File: config.mk
export PLATFORM = sky130hd
export DESIGN_NAME = uart_tx
export DESIGN_NICKNAME = d
export VERILOG_FILES = /design/src/rtl/uart_pkg.sv /design/src/rtl/uart_tx.sv
export SDC_FILE = /design/constraint.sdc
export NUM_CORES = 1
export LEC_CHECK = 0
export CORE_ASPECT_RATIO = 0.7
export CORE_MARGIN = 10
export CORE_UTILIZATION = 45
export CTS_BUF_LIST = sky130_fd_sc_hd__clkbuf_4 sky130_fd_sc_hd__clkbuf_8
export CTS_CLUSTER_DIAMETER = 50
export CTS_CLUSTER_SIZE = 40
export DETAILED_ROUTE_END_ITERATION = 16
export PLACE_DENSITY = 0.64
export SYNTH_ARGS = -nofsm -noshare
export SYNTH_HDL_FRONTEND = slang
export SYNTH_SLANG_ARGS = --single-unit
File: constraint.sdc
create_clock -name i_clk -period 3.15 [get_ports i_clk]
set_input_delay 0.63 -clock i_clk [delete_from_list [all_inputs] [get_ports i_clk]]
set_output_delay 0.63 -clock i_clk [all_outputs]
set_load 0.005 [all_outputs]
File: src/rtl/uart_pkg.sv
// rtl/uart_pkg.sv - shared UART state encoding, parity modes and counter sizing
package uart_pkg;

  // Frame states shared by the transmitter and the receiver
  typedef enum logic [2:0] {
    ST_IDLE   = 3'd0,
    ST_START  = 3'd1,
    ST_DATA   = 3'd2,
    ST_PARITY = 3'd3,
    ST_STOP   = 3'd4
  } uart_state_t;

  // Parity modes
  localparam int PARITY_NONE = 0;
  localparam int PARITY_EVEN = 1;
  localparam int PARITY_ODD  = 2;

  // Baud ticks per bit produced by the shared baud generator
  localparam int OS_TICK_DEFAULT = 16;

  // Counter width able to hold 0..max_count-1, never narrower than min_width
  function automatic int cnt_width(input int max_count, input int min_width);
    int w;
    w = $clog2(max_count);
    return (w < min_width) ? min_width : w;
  endfunction

endpackage

File: src/rtl/uart_tx.sv
// rtl/uart_tx.sv - UART serial transmitter paced by the shared 16x baud tick
module uart_tx
  import uart_pkg::*;
#(
  parameter int NB_DATA = 8,
  parameter int OS_TICK = OS_TICK_DEFAULT,
  parameter int SB_TICK = 16,
  parameter int PARITY  = PARITY_NONE
) (
  input  logic               i_clk,
  input  logic               i_reset,
  input  logic               i_tick,
  input  logic               i_tx_start,
  input  logic [NB_DATA-1:0] i_data,
  output logic               o_tx,
  output logic               o_tx_done_tick,
  output logic               o_tx_busy
);

  localparam int TICK_MAX = (OS_TICK > SB_TICK) ? OS_TICK : SB_TICK;
  localparam int TICK_W   = cnt_width(TICK_MAX, 4);
  localparam int BIT_W    = cnt_width(NB_DATA, 1);

  localparam logic [TICK_W-1:0] OS_LAST  = TICK_W'(OS_TICK - 1);
  localparam logic [TICK_W-1:0] SB_LAST  = TICK_W'(SB_TICK - 1);
  localparam logic [BIT_W-1:0]  BIT_LAST = BIT_W'(NB_DATA - 1);

  uart_state_t        state;
  logic [TICK_W-1:0]  tick_cnt;
  logic [BIT_W-1:0]   bit_cnt;
  logic [NB_DATA-1:0] shift_reg;
  logic [NB_DATA-1:0] shift_next;
  logic               parity_bit;

  // Next shift-register value; its LSB is the line level for the following data bit
  assign shift_next = shift_reg >> 1;

  // Frame sequencer; o_tx is loaded with the level of the state being entered
  always_ff @(posedge i_clk) begin
    if (!i_reset) begin
      state          <= ST_IDLE;
      tick_cnt       <= '0;
      bit_cnt        <= '0;
      shift_reg      <= '0;
      parity_bit     <= 1'b0;
      o_tx           <= 1'b1;
      o_tx_done_tick <= 1'b0;
      o_tx_busy      <= 1'b0;
    end else begin
      o_tx_done_tick <= 1'b0;
      case (state)
        ST_IDLE: begin
          o_tx      <= 1'b1;
          o_tx_busy <= 1'b0;
          if (i_tx_start) begin
            shift_reg  <= i_data;
            parity_bit <= (PARITY == PARITY_ODD) ? ~(^i_data) : ^i_data;
            tick_cnt   <= '0;
            state      <= ST_START;
            o_tx       <= 1'b0;
            o_tx_busy  <= 1'b1;
          end
        end

        ST_START: begin
          if (i_tick) begin
            if (tick_cnt == OS_LAST) begin
              tick_cnt <= '0;
              bit_cnt  <= '0;
              state    <= ST_DATA;
              o_tx     <= shift_reg[0];
            end else begin
              tick_cnt <= tick_cnt + 1'b1;
            end
          end
        end

        ST_DATA: begin
          if (i_tick) begin
            if (tick_cnt == OS_LAST) begin
              tick_cnt  <= '0;
              shift_reg <= shift_next;
              if (bit_cnt == BIT_LAST) begin
                if (PARITY != PARITY_NONE) begin
                  state <= ST_PARITY;
                  o_tx  <= parity_bit;
                end else begin
                  state <= ST_STOP;
                  o_tx  <= 1'b1;
                end
              end else begin
                bit_cnt <= bit_cnt + 1'b1;
                o_tx    <= shift_next[0];
              end
            end else begin
              tick_cnt <= tick_cnt + 1'b1;
            end
          end
        end

        ST_PARITY: begin
          if (i_tick) begin
            if (tick_cnt == OS_LAST) begin
              tick_cnt <= '0;
              state    <= ST_STOP;
              o_tx     <= 1'b1;
            end else begin
              tick_cnt <= tick_cnt + 1'b1;
            end
          end
        end

        ST_STOP: begin
          if (i_tick) begin
            if (tick_cnt == SB_LAST) begin
              tick_cnt       <= '0;
              state          <= ST_IDLE;
              o_tx           <= 1'b1;
              o_tx_busy      <= 1'b0;
              o_tx_done_tick <= 1'b1;
            end else begin
              tick_cnt <= tick_cnt + 1'b1;
            end
          end
        end

        default: begin
          state     <= ST_IDLE;
          tick_cnt  <= '0;
          bit_cnt   <= '0;
          o_tx      <= 1'b1;
          o_tx_busy <= 1'b0;
        end
      endcase
    end
  end

endmodule

# [Word-level counts from Yosys, hierarchy flattened]
# Index checks and enable logic that the tools add are counted.
[word_totals] inputBits=12 regBits=21 word_cells=81 output_inout_bits=3
[op_classes] bitwise=2 n_addsub=2 n_mux=37 reduce_logical=13 n_eq_ne=20
[ops] cell="two-way mux 3 bit" count=13
[ops] cell="two-way mux 8 bit" count=3
[ops] cell="inequality test 2 bit, second input constant" count=11
[ops] cell="one-hot mux 8 bit (2 select lines)" count=1
[ops] cell="one-hot mux 3 bit (5 select lines)" count=1
[ops] cell="two-way mux 1 bit" count=12
[ops] cell="two-way mux 4 bit" count=3
[ops] cell="AND reduction 6 bit" count=2
[ops] cell="AND reduction 10 bit" count=1
[ops] cell="one-hot mux 3 bit (3 select lines)" count=1
[ops] cell="one-hot mux 4 bit (2 select lines)" count=1
[ops] cell="== test 3 x 2 -> 1 bit, second input constant" count=2
[ops] cell="== test 3 bit, second input constant" count=2
[ops] cell="inequality test 2 x 1 -> 1 bit, second input constant" count=3
[ops] cell="AND reduction 3 bit" count=2
[ops] cell="OR reduction 3 bit" count=2
[ops] cell="adder 4 x 1 -> 4 bit, second input constant" count=1
[ops] cell="== test 4 bit, second input constant" count=1
[ops] cell="one-hot mux 1 bit (4 select lines)" count=1
[ops] cell="AND reduction 4 bit" count=1
[ops] cell="OR reduction 4 bit" count=1
[ops] cell="adder 3 x 1 -> 3 bit, second input constant" count=1
[ops] cell="== test 3 x 1 -> 1 bit, second input constant" count=1
[ops] cell="zero test 3 bit" count=1
[ops] cell="5 further kinds" count=6

# [Logic depth before layout (Yosys ltp)]
# Gate-level depths: netlist of run 1.
[depth] depth_word=5 ltp_mapped=6 depth_no_buf=6

# [Worst setup path after synthesis of run 1]
# Ideal clock, no wire load.
[synth_timing] kind="in2reg" start="input port i_tick" end="register bit_cnt[0]" arrival_time_ns=1.388 setup_time_ns=0.121 required_ns=3.029 cell_stages=4 setup_slack_ns=1.642 path_buffers=0 cell_sequence="and4_4 -> a21oi_1 -> o21a_1 -> mux2_2"
[synth_via] elab_chain_len=2 elab_cells_between_ends=3 cone_classes="eq/ne: 2; reduce/logical: 1"
[synth_lines] item="start, declared" line="uart_tx.sv:12" text="input logic i_tick,"
[synth_lines] item="inequality test 2 bit (no line)"
[synth_lines] item="AND reduction 6 bit (no line) *"
[synth_lines] item="end signal, assigned" line="uart_tx.sv:92" text="bit_cnt <= bit_cnt + 1'b1;"
[synth_lines] item="end, declared" line="uart_tx.sv:30" text="logic [BIT_W-1:0] bit_cnt;"
# Mark *: on every way between the ends. The rest lies on a longest branch, timed or not.
# A chain may end at the register's enable or synchronous reset.

==> impl_metrics.tcl, run 1 <==
set metrics [dict create \
    avgSynthCellArea_um2 9.76 \
    cts_inserted_buffers 3 \
    finalCritPeriodShare_pct 60.1 \
    final_cell_mix "dfxtp_1, nand2_1, clkdlybuf4s50_1, mux2i_1, nand3_1" \
    cellPowerDensity_nw_per_um2 466 \
    track_usage_pct 9.46 \
    holdWs_ns 0.454 \
    setup.worst_path.end_class "register" \
    final_nets 151 \
    vias 929 \
    cts_tree "yes" \
    place_congestion 0.818 \
    die_h_um 63.0 \
    yosys_warnings 0 \
    die-area_um2 5140 \
    drc 0 \
    holdCritStartpoint "shift_reg[7]" \
    io_pins 15 \
    clkTransAtPathRegs_ns 0.08 \
    dp_hpwl_mm 1.81 \
    grt_max_degree 16 \
    hold_buffers 0 \
    reg2reg_depth 5 \
    largest_reg_flops 8 \
    root_buffer "clkbuf_8" \
    post_cts_resized 0 \
    antenna_left 0 \
    post-cts-setup-buffers 0 \
    syn_inst 122 \
    port_buffers 14 \
    diodes 0 \
    r2r_slack_ns 1.29 \
    worstPathRequired_ns 3.36 \
    ys_seq_elements 21 \
    finalSetupViolCount 0 \
    avgViaCountPerCell 5.50 \
    fmax_mhz 528 \
    start_kind "primary input" \
    tightest_slew_ns 0.515 \
    clk_latency_ns 0.26 \
    outcome "finished clean" \
    reg2reg_to "shift_reg[3]" \
    row_count 15 \
    routedWlPerCell_um 14.7 \
    rsz0062_at_grt "no" \
    cpMaxStageDelayCell "clkdlybuf4s50_1" \
    routed_wl_mm 2.48 \
    holdPathStages 2 \
    p_total_uw 641 \
    r2r-start "state[1]" \
    drv_cap 0 \
    die_w_um 81.5 \
    grt_overflow 0 \
    min_period_ns 1.89 \
    slowest_delay_ns 0.70 \
    area_delta_synth_final_pct 15.4 \
    arrival_ns 2.11 \
    vdd_drop_max_uv 285 \
    drv_slew 0 \
    synth_nets 137 \
    place_ws_ns 0.995 \
    cp_max_fo 12 \
    crit_buf_inv 2 \
    p_leak_uw 0.000527 \
    finalClockSkew_ns 0.00417 \
    mostFrequentLayoutCell "dfxtp_1" \
    path_class "in -> reg" \
    numClockSinks 21 \
    netlist_area_um2 1190 \
    fp.coreArea_um2 2500 \
    hold_violations 0 \
    start_util_pct 47.7 \
    crit_family "buffers and inverters" \
    tns_ns 0 \
    layout-drive-gt1-share_pct 15.6 \
    dr.pass1.iters 4 \
    ys_seq_area_share_pct 35.3 \
    htreeDepth 1 \
    dr.first_iter.drc_count 60 \
    hp-class "reg -> reg" \
    grt_pass1_vias 808 \
    antenna_found_initial 0 \
    fin_ws_ns 1.26 \
    path_cells "clkdlybuf4s50_1, buf_4, nand2_1, nor2_1, mux2_2" \
    fillers 236 \
    holdPathEnd "shift_reg[7]" \
    grt_pass1_wl_mm 3.93 \
    cts_buffer_depth 2 \
    synth_cell_type_count 41 \
    slew_headroom_pct 65.6 \
]
==> layout make-up <==
cell class | count | area (µm²) | share of cell area, %
sequential | 21 | 420 | 30.6
clock buffer | 3 | 41.3 | 3.00
timing repair buffer | 16 | 155 | 11.3
inverter | 1 | 3.75 | 0.273
tap | 34 | 42.5 | 3.09
clock inverter | 1 | 5.00 | 0.364
multi-input combinational | 93 | 707 | 51.4
==> worst max-delay path by stage <==
stage	slack, ns	cells past startpoint	end	from
2_1_floorplan	1.64	4	bit_cnt[0]	i_tick
3_3_place_gp	1.0	5	shift_reg[0]	i_tx_start
3_5_place_dp	1.0	5	shift_reg[1]	i_tx_start
4_1_cts	1.26	5	shift_reg[0]	i_tx_start
5_1_grt	1.14	5	shift_reg[1]	i_tx_start
6_report	1.26	5	bit_cnt[0]	i_reset
==> synth_stat cells <==
master / count / share of area (%)
mux2i_4: 1 / 1.9
nor2_1: 6 / 1.9
nand4_1: 4 / 2.1
o21ai_1: 2 / 0.84
o22ai_1: 2 / 1.1
a211oi_2: 2 / 2.1
nor2_2: 2 / 1.1
buf_6: 2 / 1.9
nand4b_1: 1 / 0.74
mux2i_1: 10 / 8.4
nor4b_2: 1 / 1.3
a21o_4: 1 / 1.3
or3_4: 1 / 0.95
nor2b_1: 1 / 0.53
nand2_1: 14 / 4.4
and4_4: 1 / 0.95
a21o_1: 1 / 0.63
o211a_1: 5 / 4.2
o211ai_1: 1 / 0.63
o41ai_2: 1 / 1.4
a21oi_1: 4 / 1.7
o21a_1: 2 / 1.3
dfxtp_1: 21 / 35
a21boi_1: 1 / 0.63
clkbuf_1: 2 / 0.63
a22o_1: 2 / 1.5
buf_8: 1 / 1.3
nor3b_1: 1 / 0.63
o22a_1: 1 / 0.74
nand2b_1: 6 / 3.2
nand3b_1: 1 / 0.63
mux2_2: 1 / 0.95
ha_1: 3 / 3.2
and2_4: 1 / 0.74
o21ai_0: 3 / 1.3
inv_1: 1 / 0.31
nor4b_4: 1 / 2.0
nand3_2: 1 / 0.84
a31oi_2: 1 / 1.1
buf_4: 2 / 1.3
nand3_1: 7 / 2.9
==> layer usage <==
layer | track usage [%] | part of all wire (%) | vias to the layer above
met2 | 11.7 | 39 | 23
met3 | 4.17 | 7.0 | 2
met4 | 1.94 | 0.56 | 0
li1 | - | - | 473
met1 | 14.1 | 53 | 431
met5 | 0 | 0 | -
==> through the flow <==
step	cells	util (%)	instance area, µm²
after floorplan	122	-	1190
after global placement	165	53.2	1330
after detailed placement	165	53.2	1330
after CTS	169	55.1	1380
after global routing	169	55.1	1380
final	169	55.1	1380
==> where the power goes <==
group          switching (µW)  internal (µW)
Sequential               24.3            288
Combinational            72.7           79.9
Clock                    88.4           88.1
Total                     185            456
==> worst reg2reg max path: stages, from the launching register on <==
cell	delay (ns)
dfxtp_1	0.61
nor3b_1	0.47
buf_4	0.27
mux2i_1	0.22
nand2_1	0.07
o211a_1	0.12
==> kinds of logic after synthesis <==
logic type	after synthesis	synth area share, %
AOI/OAI and AO/OA	29	20.2
adders and majority gates	3	3.15
buffers and inverters	8	5.36
DFF	21	35.3
muxes	12	11.2
and+or+nand+nor	49	24.8
Power figures use the tool's default switching activity.
==> run 2, diff against run 1 <==
Clock period 3.15 ns to 1.8 ns, I/O delays scaled along.
==> impl_metrics.tcl, run 2 (synthesized netlist as in run 1, its figures left out) <==
set metrics [dict create \
    outcome "finished clean" \
    finalClockSkew_ns 0.00220 \
    cp_max_fo 15 \
    path_class "in -> reg" \
    dr.first_iter.drc_count 48 \
    p_leak_uw 0.000588 \
    clkTransAtPathRegs_ns 0.08 \
    place_area_um2 1420 \
    die-area_um2 5140 \
    cpMaxStageDelayCell "clkdlybuf4s50_1" \
    worstPathRequired_ns 1.99 \
    dr.pass1.iters 4 \
    htreeDepth 1 \
    cts_tree "yes" \
    hold_violations 0 \
    fillers 216 \
    hold_buffers 0 \
    tightest_slew_ns 0.411 \
    track_usage_pct 9.94 \
    slowest_delay_ns 0.56 \
    post_cts_resized 0 \
    tns_ns 0 \
    clk_latency_ns 0.26 \
    drv_cap 0 \
    row_count 15 \
    fin_ws_ns 0.227 \
    grt_max_degree 16 \
    numClockSinks 21 \
    antenna_found_initial 0 \
    final_cell_mix "dfxtp_1, nand2_1, clkdlybuf4s50_1, buf_4, mux2i_1" \
    cellPowerDensity_nw_per_um2 789 \
    min_period_ns 1.57 \
    slew_headroom_pct 72.5 \
    cell_internal_pwr_uw 824 \
    final_area_um2 1470 \
    finalSetupViolCount 0 \
    p_comb_share_pct 26.6 \
    p_total_uw 1160 \
    die_w_um 81.5 \
    fp.coreArea_um2 2500 \
    root_buffer "clkbuf_8" \
    drc 0 \
    final_nets 163 \
    grt_overflow 0 \
    routed_wl_mm 2.50 \
    vias 968 \
    place_ws_ns -0.0553 \
    routedWlPerCell_um 13.8 \
    port_buffers 14 \
    rsz0062_at_grt "no" \
    hp-class "reg -> reg" \
    post-cts-setup-buffers 0 \
    die_h_um 63.0 \
    arrival_ns 1.76 \
    diodes 0 \
    start_kind "primary input" \
    start_util_pct 47.7 \
    largest_reg_flops 8 \
    dp_hpwl_mm 1.89 \
    antenna_left 0 \
    p_sw_uw 331 \
    mostFrequentLayoutCell "dfxtp_1" \
    place_congestion 0.824 \
    p_clk_share_pct 26.8 \
    cts_inserted_buffers 3 \
    seqPwrFrac_pct 46.7 \
    switching_share_pct 28.7 \
    grt_pass1_vias 914 \
    path_cells "clkdlybuf4s50_1, nor4b_2, a21o_4, nor2_1, a211oi_2" \
    fmax_mhz 636 \
    vdd_drop_max_uv 457 \
    io_pins 15 \
    setup.worst_path.end_class "register" \
    area_delta_synth_final_pct 23.0 \
    avgViaCountPerCell 5.35 \
    drv_slew 0 \
    layout-drive-gt1-share_pct 22.4 \
    cts_buffer_depth 2 \
    finalCritPeriodShare_pct 87.4 \
    grt_pass1_wl_mm 4.20 \
]
## run 2: cell types whose count changed in the layout (fill, tap and decap cells not counted), sizes merged
cell / delta
buf: +12
## run 2: metal layers
| layer | GRT usage [%] | up-vias | wire length (µm) |
|---|---|---|---|
| met5 | 0 | - | 0 |
| met4 | 1.29 | 0 | 15 |
| met3 | 3.88 | 5 | 134 |
| met2 | 13.4 | 15 | 1020 |
| met1 | 14.5 | 450 | 1320 |
| li1 | - | 498 | - |
## run 2: area by class of cell
cell class	count	area, µm²	area share (%)
sequential	21	420	28.7
tap	34	42.5	2.90
inverter	1	3.75	0.256
clock inverter	1	5.00	0.342
timing repair buffer	28	245	16.7
multi-input combinational	93	707	48.2
clock buffer	3	41.3	2.82
## run 2: worst paths after layout
path	startpoint	to	slack (ns)	cells past startpoint
hold reg to reg	shift_reg[7]	shift_reg[7]	0.46	2
setup / recovery	i_tx_start	shift_reg[1]	0.23	5
setup reg to reg	tick_cnt[0]	bit_cnt[0]	0.26	5
hold / removal	shift_reg[7]	shift_reg[7]	0.46	2
## run 2: through the flow
stage               utilization (%)  std cells  hold slack, ns
floorplan                         -        122           0.428
global placement               56.8        177           0.438
detailed placement             56.8        177           0.446
CTS                            58.7        181           0.457
global route                   58.7        181           0.511
finish                         58.7        181           0.456
## run 2: worst max-delay path, delay by kind of cell
family,cells,cell delay (ns)
buf+inv,1,0.56
compound gates,2,0.42
simple gates,2,0.42
## run 2: power groups by stage
| stage | logic, µW | clock network (µW) | registers [µW] |
|---|---|---|---|
| global route | 334 | 334 | 545 |
| global placement | 301 | 0 | 549 |
| finish | 307 | 309 | 539 |
| floorplan | 224 | 0 | 538 |
| CTS | 307 | 318 | 539 |
| detailed placement | 305 | 0 | 550 |
